==> config.mk <==
export PLATFORM = sky130hd
export DESIGN_NAME = jk_monitor
export DESIGN_NICKNAME = d
export VERILOG_FILES = /design/src/rtl/jk_monitor.sv
export SDC_FILE = /design/constraint.sdc
export NUM_CORES = 1
export LEC_CHECK = 0
export CAP_MARGIN = 20
export CORE_ASPECT_RATIO = 0.6
export CORE_MARGIN = 2
export CORE_UTILIZATION = 45
export DETAILED_ROUTE_END_ITERATION = 8
export PLACE_DENSITY = 0.7
export SYNTH_ARGS = -nofsm -noshare
export SYNTH_HDL_FRONTEND = slang
export SYNTH_SLANG_ARGS = --single-unit
==> constraint.sdc <==
create_clock -name clk -period 2.4 [get_ports clk]
set_input_delay 0.36 -clock clk [delete_from_list [all_inputs] [get_ports clk]]
set_output_delay 0.36 -clock clk [all_outputs]
set_load 0.01 [all_outputs]
==> src/rtl/jk_monitor.sv <==
// JK flip-flop behaviour monitor: seeds a prediction from the observed flop,
// then checks q/qb against the predicted JK behaviour for CHECK_LEN edges.
module jk_monitor #(
    parameter int CHECK_LEN = 16,
    parameter int CNT_W     = 8
) (
    input  logic             clk,
    input  logic             rst,
    input  logic             start,
    input  logic             j,
    input  logic             k,
    input  logic             dut_rst,
    input  logic             q,
    input  logic             qb,
    output logic             busy,
    output logic             done,
    output logic             pass,
    output logic             err,
    output logic             err_sticky,
    output logic [CNT_W-1:0] err_count,
    output logic [15:0]      chk_count
);

    typedef enum logic [1:0] {IDLE, SYNC, CHECK, DONE} state_t;

    localparam logic [15:0]      LEN16   = 16'(CHECK_LEN);
    localparam logic [CNT_W-1:0] ERR_MAX = '1;
    localparam logic [CNT_W-1:0] ERR_ONE = CNT_W'(1);

    state_t            state_reg, state_next;
    logic              exp_q_reg, exp_q_next;
    logic              sticky_next;
    logic              err_next;
    logic [CNT_W-1:0]  err_count_next;
    logic [15:0]       chk_count_next;
    logic              mismatch;

    function automatic logic jk_next(input logic r, input logic jj,
                                     input logic kk, input logic x);
        logic n;
        if (r) begin
            n = 1'b0;
        end else begin
            case ({jj, kk})
                2'b00:   n = x;
                2'b01:   n = 1'b0;
                2'b10:   n = 1'b1;
                default: n = ~x;
            endcase
        end
        return n;
    endfunction

    always_comb begin
        state_next     = state_reg;
        exp_q_next     = exp_q_reg;
        sticky_next    = err_sticky;
        err_next       = 1'b0;
        err_count_next = err_count;
        chk_count_next = chk_count;
        // Case equality so X/Z on the observed outputs is flagged in simulation.
        mismatch       = (q !== exp_q_reg) || (qb !== ~q);

        case (state_reg)
            IDLE, DONE: begin
                if (start) begin
                    state_next     = SYNC;
                    sticky_next    = 1'b0;
                    err_count_next = '0;
                    chk_count_next = '0;
                end
            end
            SYNC: begin
                exp_q_next = jk_next(dut_rst, j, k, q);
                state_next = CHECK;
            end
            CHECK: begin
                // Prediction runs from our own expectation so one fault is never hidden.
                exp_q_next     = jk_next(dut_rst, j, k, exp_q_reg);
                chk_count_next = chk_count + 16'd1;
                if (mismatch) begin
                    err_next    = 1'b1;
                    sticky_next = 1'b1;
                    if (err_count != ERR_MAX)
                        err_count_next = err_count + ERR_ONE;
                end
                if (chk_count_next == LEN16)
                    state_next = DONE;
            end
            default: state_next = IDLE;
        endcase
    end

    always_ff @(posedge clk or negedge rst) begin
        if (!rst) begin
            state_reg  <= IDLE;
            exp_q_reg  <= 1'b0;
            busy       <= 1'b0;
            done       <= 1'b0;
            pass       <= 1'b0;
            err        <= 1'b0;
            err_sticky <= 1'b0;
            err_count  <= '0;
            chk_count  <= '0;
        end else begin
            state_reg  <= state_next;
            exp_q_reg  <= exp_q_next;
            busy       <= (state_next == SYNC) || (state_next == CHECK);
            done       <= (state_next == DONE);
            pass       <= (state_next == DONE) && !sticky_next;
            err        <= err_next;
            err_sticky <= sticky_next;
            err_count  <= err_count_next;
            chk_count  <= chk_count_next;
        end
    end

endmodule

==> impl_metrics.ini <==
[logic_synthesis]
synth_top_flop_cell = dfrtp_1
avgSynthCellArea_um2 = 8.791
synth_cell_types = 48
synth_edf_count = 0
async_flop_share_pct = 100.0
yosysSeqAreaShare_pct = 39.78
postSynthCellCount = 229
yosys_warnings = 0
netlist_area_um2 = 2013
ys_ff_latch = 32
synth_fp_nets = 245

[floorplan]
num_io_pins = 37
core_area_um2 = 4212
std_cell_rows = 18
fp.dieW_um = 90.35
start_util_pct = 47.80
die_area_um2 = 5042
dieHeight_um = 55.81

[worst_setup_path]
arrival_ps = 2350
cp-startpoint = chk_count[2]$_DFFE_PN0P_
timing.rr.start = chk_count[2]$_DFFE_PN0P_
cp-end-kind = flip-flop
critPathRequiredTime_ps = 2620
critPathLaunchType = flip-flop
critPathKind = reg2reg
path_max_fanout = 10

[clock_network]
cts_tree = yes
h-tree-depth = 2
cts_setup_buffers = 0
path_clk_slew_ps = 80
clock_sinks = 32
clk_latency_ps = 290
root_buffer = clkbuf_8
cts_inserted_buffers = 5
cts.path.max_buffers = 2

[global_routing]
grt_pass1_wl_mm = 8.273
grt_overflow_total = 0
antenna_found_initial = 0
grt_pass1_vias = 1670
grt_max_degree = 33
grt_use_total_pct = 20.45

[finish]
final_cell_mix = clkdlybuf4s50_1, o21ai_0, dfrtp_1
layout_commonest_cell = clkdlybuf4s50_1
num-fill-cells = 359
ff_latch_area_um2 = 800.8
largest_register_ffs = 16
antenna_cells = 0
multi_input_area_um2 = 1116
area_growth_pct = 27.97
drive_gt1_share_pct = 12.36
final_net_count = 282
stdcell_count = 327

[job]
cap_violations = 0

[sta]
fmax_mhz = 469.5
setup_viol = 0
period_needed_ps = 2130
skew_ps = 11.01
rsz0062_at_grt = false
tightest_slew_ps = 515.8
drv_slew = 0
period_share_pct = 88.75
finalHoldViolations = 0
slew_headroom_pct = 65.53
hold_slack_ps = 471.2
setup_slack_ps = 270.0
setup_tns_ps = 0

[placement]
dpl_worst_slack_ps = 186.1
dp.cells = 319
dp_hpwl_mm = 3.447
gp_congestion = 0.8245
port-buffer-count = 36

[routing]
ant_nets = 0
drc = 0
avgViaCountPerCell = 5.713
drt_wl_total_mm = 4.902
vias = 1868
wire_per_inst_um = 14.99
drtPass1Iterations = 4
drt_iter0_drc = 97

[pwr]
p_seq_share_pct = 29.3
p_switching_w = 0.001068
power_w = 0.002667
power_density_nw_per_um2 = 1035
switching_share_pct = 40.06
p_int_w = 0.001599
power.leakage_nw = 1.072
max-vdd-ir-drop_mv = 0.5526
p_clk_share_pct = 21.9
pwr-share-comb_pct = 48.9

[hold_path]
hold_path.class = in2async

[status]
outcome = complete, no violations
[area by class of cell]
type,instances,share of cell area (%)
Timing Repair Buffer,45,16.61
Tap cell,60,2.914
Multi-Input combinational cell,174,43.32
Sequential cell,32,31.08
Clock buffer,7,3.740
Clock inverter,1,1.166
Inverter,8,1.166
[synthesized netlist by cell type (2+ instances only)]
master	number	area (um2)
clkbuf_1	6	22.52
and3_1	3	18.77
xnor2_1	3	26.28
dfrtp_1	32	800.8
nor4_1	2	12.51
mux2i_1	6	60.06
buf_2	7	35.03
a31oi_1	2	12.51
a21oi_1	13	65.06
a21o_1	3	22.52
or2_2	5	31.28
a21oi_2	2	17.52
nand4_1	6	37.54
and2_1	2	12.51
inv_1	8	30.03
nor2b_1	2	12.51
or4_1	3	22.52
or3_1	2	12.51
o31ai_1	6	45.04
o211ai_1	4	30.03
nand2_1	24	90.09
o21ai_0	32	160.2
nand2b_1	4	25.02
ha_1	8	100.1
and4_1	3	26.28
nor2_1	10	37.54
nand3_1	9	45.04
nor3_1	2	10.01
[through the flow]
step / instance area [um2] / utilization, %
floorplan: 2013 / -
global placement: 2447 / 58.11
detailed placement: 2447 / 58.11
CTS: 2574 / 61.11
global route: 2576 / 61.17
finish: 2576 / 61.17
[worst paths after layout]
path	endpoint	cells past startpoint	slack, ps
max in group asynchronous	chk_count[0]$_DFFE_PN0P_	2	1620
worst min-delay path	chk_count[8]$_DFFE_PN0P_	2	470
min in group clk	exp_q_reg$_DFFE_PN0P_	1	570
worst min register to register	exp_q_reg$_DFFE_PN0P_	1	570
worst max register to register	pass$_DFF_PN0_	7	270
worst max-delay path	pass$_DFF_PN0_	7	270
[power groups by stage]
stage          logic, W  registers [W]  clock network (W)
5_1_grt         0.00144       0.000800           0.000610
3_3_place_gp    0.00129       0.000783                  0
4_1_cts         0.00130       0.000780           0.000588
6_report        0.00130       0.000781           0.000583
2_1_floorplan  0.000757       0.000828                  0
3_5_place_dp    0.00129       0.000790                  0
[timing repair]
item	CTS	global route
gates resized for setup	0	1
hold buffers	0	0
endpoints found under the setup margin	0	1
[cells by family after synthesis]
group           after synthesis  share of synthesized area, %
simple gates                 84                         23.68
xor+xnor                      3                         1.305
compound gates               73                         22.19
fa+ha+maj                     8                         4.972
buf+inv                      23                         5.096
mux                           6                         2.983
flops                        32                         39.78
[critical path, cell delays in order, from the launching register on]
cell and delay, ps:
dfrtp_1 540, and4_1 410, nand4_1 250, nor3_1 270
o211ai_1 130, o21ai_2 160, ha_1 180, nor2b_1 130
[metal layers]
layer  GRT usage, %  routed length [um]  vias up  share of wire [%]
met5              0                   0        -                  0
met4          4.615                  18        0               0.37
met3          5.149                 361        3                7.4
met2          28.25                1980       74                 40
met1          31.76                2543      880                 52
li1               -                   -      911                  -
No activity file was read; power rests on OpenSTA's default activity.
